$ cat src/rtl/ctrl_if_pkg.sv
// Shared pipeline-control definitions: FSM states, the bubble instruction
// and the program-counter / stall-counter widths.
package ctrl_if_pkg;

  localparam int PC_W    = 16;
  localparam int STALL_W = 4;

  localparam logic [PC_W-1:0] CTRL_NOP = 16'hBF00;

  typedef enum logic [1:0] {
    IDLE  = 2'd0,
    RUN   = 2'd1,
    STALL = 2'd2,
    FLUSH = 2'd3
  } ctrl_state_e;

endpackage

$ cat src/rtl/ctrl_if_stall_cnt.sv
// Stall-length counter: loads N-1 on a stall trigger, counts down while
// stalling, and flags the last stall cycle (count == 1).
module ctrl_if_stall_cnt
  import ctrl_if_pkg::*;
(
  input  logic               clk,
  input  logic               rst,
  input  logic               clr,
  input  logic               load,
  input  logic [STALL_W-1:0] load_val,
  input  logic               dec,
  output logic               done
);

  logic [STALL_W-1:0] cnt_r;

  always_ff @(posedge clk) begin
    if (!rst) begin
      cnt_r <= '0;
    end else if (clr) begin
      cnt_r <= '0;
    end else if (load) begin
      cnt_r <= load_val;
    end else if (dec && (cnt_r != '0)) begin
      cnt_r <= cnt_r - 1'b1;
    end
  end

  assign done = (cnt_r == {{(STALL_W-1){1'b0}}, 1'b1});

endmodule

$ cat src/rtl/ctrl_if.sv
// Instruction-fetch control: drives the instruction memory, feeds the
// decode stage's instruction register, and inserts stalls and branch bubbles.
module ctrl_if
  import ctrl_if_pkg::*;
#(
  parameter logic [PC_W-1:0] NOP = CTRL_NOP
) (
  input  logic                clk,
  input  logic                rst,
  input  logic [STALL_W-1:0]  i_mem_data_access,
  input  logic                i_branch_taken,
  input  logic [PC_W-1:0]     i_branch_target,
  input  logic [PC_W-1:0]     i_imem_rdata,
  output logic [PC_W-1:0]     o_imem_addr,
  output logic                o_imem_en,
  output logic [PC_W-1:0]     o_ir_r,
  output logic                o_stall,
  output logic [1:0]          o_dbg_state
);

  // Handshake: o_stall is simply !o_imem_en; while low, the decode stage holds
  // and the memory keeps i_imem_rdata stable, so the pending word is not lost.

  ctrl_state_e     state, nxt_state;
  logic [PC_W-1:0] pc_r;
  logic            fresh_r;

  logic imem_en;
  logic ir_nop, ir_load;
  logic pc_inc, pc_branch;
  logic cnt_clr, cnt_load, cnt_dec, cnt_done;
  logic trig;

  // A stall request is only meaningful for the instruction just handed to decode.
  assign trig = (state == RUN) && fresh_r && (i_mem_data_access != '0);

  always_ff @(posedge clk) begin
    if (!rst) begin
      state <= IDLE;
    end else begin
      state <= nxt_state;
    end
  end

  always_comb begin
    nxt_state = state;
    imem_en   = 1'b1;
    ir_nop    = 1'b0;
    ir_load   = 1'b0;
    pc_inc    = 1'b0;
    pc_branch = 1'b0;
    cnt_clr   = 1'b0;
    cnt_load  = 1'b0;
    cnt_dec   = 1'b0;
    if (i_branch_taken) begin
      nxt_state = FLUSH;
      ir_nop    = 1'b1;
      pc_branch = 1'b1;
      cnt_clr   = 1'b1;
    end else begin
      case (state)
        IDLE, FLUSH: begin
          nxt_state = RUN;
          ir_nop    = 1'b1;
          pc_inc    = 1'b1;
        end
        RUN: begin
          if (trig) begin
            imem_en   = 1'b0;
            cnt_load  = 1'b1;
            nxt_state = (i_mem_data_access > 4'd1) ? STALL : RUN;
          end else begin
            ir_load = 1'b1;
            pc_inc  = 1'b1;
          end
        end
        STALL: begin
          imem_en = 1'b0;
          cnt_dec = 1'b1;
          if (cnt_done) begin
            nxt_state = RUN;
          end
        end
        default: nxt_state = IDLE;
      endcase
    end
  end

  always_ff @(posedge clk) begin
    if (!rst) begin
      pc_r    <= '0;
      o_ir_r  <= NOP;
      fresh_r <= 1'b0;
    end else begin
      if (pc_branch) begin
        pc_r <= i_branch_target & ~16'h0001;
      end else if (pc_inc) begin
        pc_r <= pc_r + 16'd2;
      end
      if (ir_nop) begin
        o_ir_r <= NOP;
      end else if (ir_load) begin
        o_ir_r <= i_imem_rdata;
      end
      fresh_r <= ir_load;
    end
  end

  ctrl_if_stall_cnt u_stall_cnt (
    .clk      (clk),
    .rst      (rst),
    .clr      (cnt_clr),
    .load     (cnt_load),
    .load_val (i_mem_data_access - 4'd1),
    .dec      (cnt_dec),
    .done     (cnt_done)
  );

  assign o_imem_addr = pc_r;
  assign o_imem_en   = imem_en;
  assign o_stall     = !imem_en;
  assign o_dbg_state = state;

endmodule

$ cat config.mk
export PLATFORM = sky130hd
export DESIGN_NAME = ctrl_if
export DESIGN_NICKNAME = d
export VERILOG_FILES = /design/src/rtl/ctrl_if_pkg.sv /design/src/rtl/ctrl_if_stall_cnt.sv /design/src/rtl/ctrl_if.sv
export SDC_FILE = /design/constraint.sdc
export NUM_CORES = 1
export LEC_CHECK = 0
export CORE_MARGIN = 5
export CORE_UTILIZATION = 40
export DETAILED_ROUTE_END_ITERATION = 8
export HOLD_SLACK_MARGIN = 0.02
export PLACE_DENSITY = 0.86
export SYNTH_ARGS = -nofsm -noshare
export SYNTH_HDL_FRONTEND = slang
export SYNTH_HIERARCHICAL = 1
export SYNTH_SLANG_ARGS = --single-unit
$ cat constraint.sdc
create_clock -name clk -period 1.9 [get_ports clk]
set_input_delay 0.38 -clock clk [delete_from_list [all_inputs] [get_ports clk]]
set_output_delay 0.38 -clock clk [all_outputs]
set_load 0.03 [all_outputs]
Word-level counts from Yosys, hierarchy flattened
Cells that the tools add are included.
{"block": "totals", "ff_bits": 39, "in_bits": 39, "output_inout_bits": 36}
{"block": "op_classes", "n_bitwise": 1, "addsub": 3, "magnitude_cmp": 1, "reduce_logical": 13, "n_eq_ne": 6, "mux": 24}
{"operator": "two-way mux 16 bit", "count": 2}
{"operator": "adder 16 x 2 -> 16 bit, second input constant", "count": 1}
{"operator": "two-way mux 1 bit", "count": 13}
{"operator": "two-way mux 2 bit", "count": 4}
{"operator": "two-way mux 4 bit", "count": 2}
{"operator": "nonzero test 4 bit", "count": 2}
{"operator": "subtractor 4 x 1 -> 4 bit, second input constant", "count": 2}
{"operator": "!= test 3 bit, second input constant", "count": 2}
{"operator": "case mux 2 bit (3 select lines)", "count": 1}
{"operator": "OR reduction 2 bit", "count": 3}
{"operator": "equality test 2 bit, second input constant", "count": 2}
{"operator": "equality test 4 x 1 -> 1 bit, second input constant", "count": 1}
{"operator": "> comparator 4 x 1 -> 1 bit, second input constant", "count": 1}
{"operator": "case mux 1 bit (2 select lines)", "count": 2}
{"operator": "nonzero test 2 bit", "count": 2}
{"operator": "logical AND 1 bit", "count": 3}
{"operator": "equality test 2 x 1 -> 1 bit, second input constant", "count": 1}
{"operator": "logical NOT 2 bit", "count": 1}
{"operator": "AND reduction 2 bit", "count": 1}
{"operator": "logical NOT 1 bit", "count": 1}
{"operator": "inverter 1 bit", "count": 1}

Logic depth before layout (Yosys ltp)
Gate-level depths: netlist of run 1.
{"block": "depth", "word_depth": 8, "ltp_mapped": 9, "ltp_nobuf": 8}

Hierarchy
The synthesis of run 1 kept the hierarchy.
{"mod": "ctrl_if", "instances": 1, "seq_area_each_um2": 680.7, "area_each_um2": 1767.9, "cells_per_inst": 193}
{"mod": "ctrl_if_stall_cnt", "instances": 1, "seq_area_each_um2": 80.1, "area_each_um2": 289.0, "cells_per_inst": 33}

Worst setup path after synthesis of run 1
No wires, ideal clock.
{"block": "synth_timing", "path_kind": "flip-flop to output port", "start": "reg state[1], in the netlist o_dbg_state[1]", "end": "out o_imem_en", "t_arrival_ps": 1852, "slack_ps": -332, "path_stages_with_launch": 6, "path_cell_list": "dfxtp_1 inv_1 ha_1 nand2b_1 a21oi_1 inv_1"}
{"block": "synth_via", "elab_chain_len": 6, "elab_cells_between_ends": 7, "cone_classes": "eq/ne (2); mux (3); reduce/logical (2)"}
{"element": "from (decl)", "line": "ctrl_if.sv:24", "rtl": "ctrl_state_e state, nxt_state;"}
{"element": "from (signal assigned)", "line": "ctrl_if.sv:41", "rtl": "state <= nxt_state;"}
{"element": "equality test 2 x 1 -> 1 bit", "line": "ctrl_if.sv:35, ctrl_if.sv:61"}
{"element": "logical AND 1 bit (2 in a row)", "line": "ctrl_if.sv:35", "rtl": "assign trig = (state == RUN) && fresh_r && (i_mem_data_access != '0);"}
{"element": "two-way mux 1 bit", "line": "ctrl_if.sv:68", "rtl": "if (trig) begin"}
{"element": "case mux 1 bit (2 select lines) *", "line": "ctrl_if.sv:61", "rtl": "case (state)"}
{"element": "two-way mux 1 bit *", "line": "ctrl_if.sv:55", "rtl": "if (i_branch_taken) begin"}
{"element": "to (decl)", "line": "ctrl_if.sv:15", "rtl": "output logic o_imem_en,"}
Every way passes the cells marked *; elsewhere a longest branch is shown, timed or not.

Final worst setup path of run 1
{"block": "layout_timing", "start": "reg state[0], in the netlist o_dbg_state[0]", "end": "out o_dbg_state[0]"}
{"element": "to (decl)", "line": "ctrl_if.sv:18", "rtl": "output logic [1:0] o_dbg_state"}
No word-level cell between the ends.

==> impl_metrics.toml, run 1 <==
[layout]
final_cells = 398
drive_above_1_share_pct = 20.7
final_nets = 375
antenna_cells = 0
area_delta_synth_final_pct = 60.1
layout_common_cells = "65 x clkdlybuf4s50_1, 36 x dfxtp_1, 28 x buf_4, 18 x o21ai_0, 16 x mux2i_1"
fin_util_pct = 65.3
final_common_cell = "clkdlybuf4s50_1"

[drt]
routed_wl_um = 5760
initialDrtViolationCount = 132
first_pass_iters = 4
vias = 2085
ant_nets = 0
drc = 0
wire_per_inst_um = 14.5
via_per_inst = 5.24

[clock_network]
cts_tree = "done"
clock-sinks = 38
numCtsBuffers = 5
clkLatencyLatePin_ns = 0.29
h-tree-depth = 2
cts_buffer_depth = 2
cts.hold.buffers_added = 0
path_clk_slew_ns = 0.08
root_buffer = "clkbuf_8"

[worst_setup_path]
r2r_setup_slack_ns = 0.10
regToRegEndpoint = "o_imem_addr[10]"
r2r_cells = 7
arrival_ns = 1.46
required_ns = 1.52
cp-startpoint = "o_dbg_state[0]"
start_kind = "flop"
r2r_start = "o_dbg_state[1]"
cp_max_fo = 3
criticalPathCategory = "reg -> out"
worst_setup_path_end_kind = "output port"

[floorplan]
rows = 26
initial_core_util_pct = 40.8
dieArea_um2 = 6680
die_w_um = 81.7
core_um2 = 5040
die_h_um = 81.7
ios = 75

[power_and_ir_drop]
powerDensity_nw_per_um2 = 747
power.leakage_nw = 1.24
irDropWorstVdd_mv = 0.584

[global_route]
track_usage_pct = 17.5
grt_pass1_vias = 2051
grt_max_degree = 29
overflow = 0
grt_pass1_wl_um = 9240
antenna_found_initial = 0

[logic_synthesis]
ys_seq_elements = 38
synth_nets = 274
async_reset_ff_share_pct = 0
synth_edf_count = 0
yosys_warnings = 6
yosysSeqAreaShare_pct = 37.0
synth_cell_types = 45
syn_inst = 226
netlist_area_um2 = 2060
ys.flop_type = "dfxtp_1"
synth.avg_cell_area_um2 = 9.10

[hold_path]
min_path_cells = 2
holdPathEnd = "o_ir_r[11]"
min_path_type = "reg -> reg"
hp-start = "o_ir_r[11]"

[timing]
setup_ws_ns = 0.0638
fin_crit_sh_pct = 96.6
maxSlewViolCount = 0
setup_viol_count_final = 0
clock.fmax_mhz = 545
hold_viol = 0
finalClockSkew_ns = 0.0114
rsz0062_at_grt = "false"
finalCriticalPeriod_ns = 1.84

[placement]
place.gp.congestion = 0.807
io_buffers = 72
dpl.cell_count = 386
dp_hpwl_um = 4140
dp_slack_ns = -0.777

[outcome]
status = "complete, no violations"

[run]
drv_cap = 0
==> metal layers <==
metal / share of wire, % / global-route usage (%)
met5: 0 / 0
met4: 0.71 / 2.99
met3: 5.4 / 4.93
met2: 51 / 31.9
met1: 43 / 20.6
==> cells in the mapped netlist (all sizes together), types with 2 or more instances <==
master,count,share of area [%]
dfxtp,38,37
o21ai,18,4.4
mux2i,17,8.3
nand2,14,2.6
nor2,13,2.4
o31ai,12,5.0
inv,11,2.0
a31oi,9,2.7
ha,9,5.5
a21oi,7,1.9
clkbuf,7,1.3
nand4,7,2.9
or4,7,2.6
nor2b,6,1.8
xor2,6,2.6
nand3,5,1.2
and4b,4,2.1
buf,4,1.5
nand2b,4,1.2
nor3,4,0.97
a211oi,2,0.73
and2,2,0.61
and4,2,0.97
o311a,2,0.97
or3,2,0.67
or3b,2,0.97
==> cell families (layout without fill, tap and decap cells) <==
group                    Yosys count  in the layout  share of synthesized area (%)
XOR/XNOR                           6              6                           2.55
buffers and inverters             22            124                           4.74
AO/OA/AOI/OAI                     56             56                           19.0
flip-flops                        38             38                           37.0
AND/OR/NAND/NOR                   77             77                           22.8
adder cells (fa/ha/maj)            9              9                           5.47
other                              1              1                          0.182
multiplexers                      17             17                           8.27
==> critical path, cell delays in order, from the launching register on <==
cell	delay [ns]
dfxtp_2	0.37
buf_4	0.12
clkdlybuf4s50_1	0.67
==> final cells by class <==
| cell class | instances | area [um2] |
|---|---|---|
| fillers | 403 | 1750 |
| multi-input cells | 166 | 1250 |
| clock buffers | 6 | 82.6 |
| clock inverters | 2 | 60.1 |
| inverters | 11 | 41.3 |
| flip-flops and latches | 38 | 763 |
| well taps | 70 | 87.6 |
| repair buffers | 105 | 1010 |
==> worst max-delay path by stage <==
| stage | slack [ns] | to |
|---|---|---|
| after floorplan | -0.02 | o_imem_en |
| after global placement | -0.71 | o_stall |
| after detailed placement | -0.78 | o_stall |
| after CTS | 0.02 | o_imem_en |
| after global routing | 0.001 | o_dbg_state[0] |
| final | 0.06 | o_dbg_state[0] |
==> state kept, by name (all words and copies together), names as in the netlist <==
register,cells
o_ir_r,16
o_imem_addr,15
u_stall_cnt/cnt_r,4
o_dbg_state,2
fresh_r,1
==> report_power, final <==
part / internal (mW) / switching [mW]
logic: 0.363 / 0.358
clock network: 0.560 / 0.296
registers: 0.838 / 0.0453
==> repair_timing <==
item	4_1_cts	5_1_grt
setup buffers	2	1
setup endpoints to repair	40	17
cloned	0	1
pin swaps	7	3
resized for setup	24	8
hold endpoints to repair	0	0
==> through the flow <==
stage                     power [mW]  instance area, um2  hold WS [ns]  setup TNS [ns]
after floorplan                 1.26                2060         0.508         -0.0207
after global placement          1.55                3060         0.459          -16.10
after detailed placement        1.56                3060         0.464          -19.45
after CTS                       2.44                3240         0.490               0
after global routing            2.57                3290         0.532               0
final                           2.46                3290         0.494               0
Note: power is estimated with default switching activity, not from simulation.
==> run 2, diff against run 1 <==
Settings changed: CTS_BUF_LIST from default to sky130_fd_sc_hd__clkbuf_8.
==> results of run 2 <==
Same layout as run 1: the final DEF is identical, and so are final timing and power.
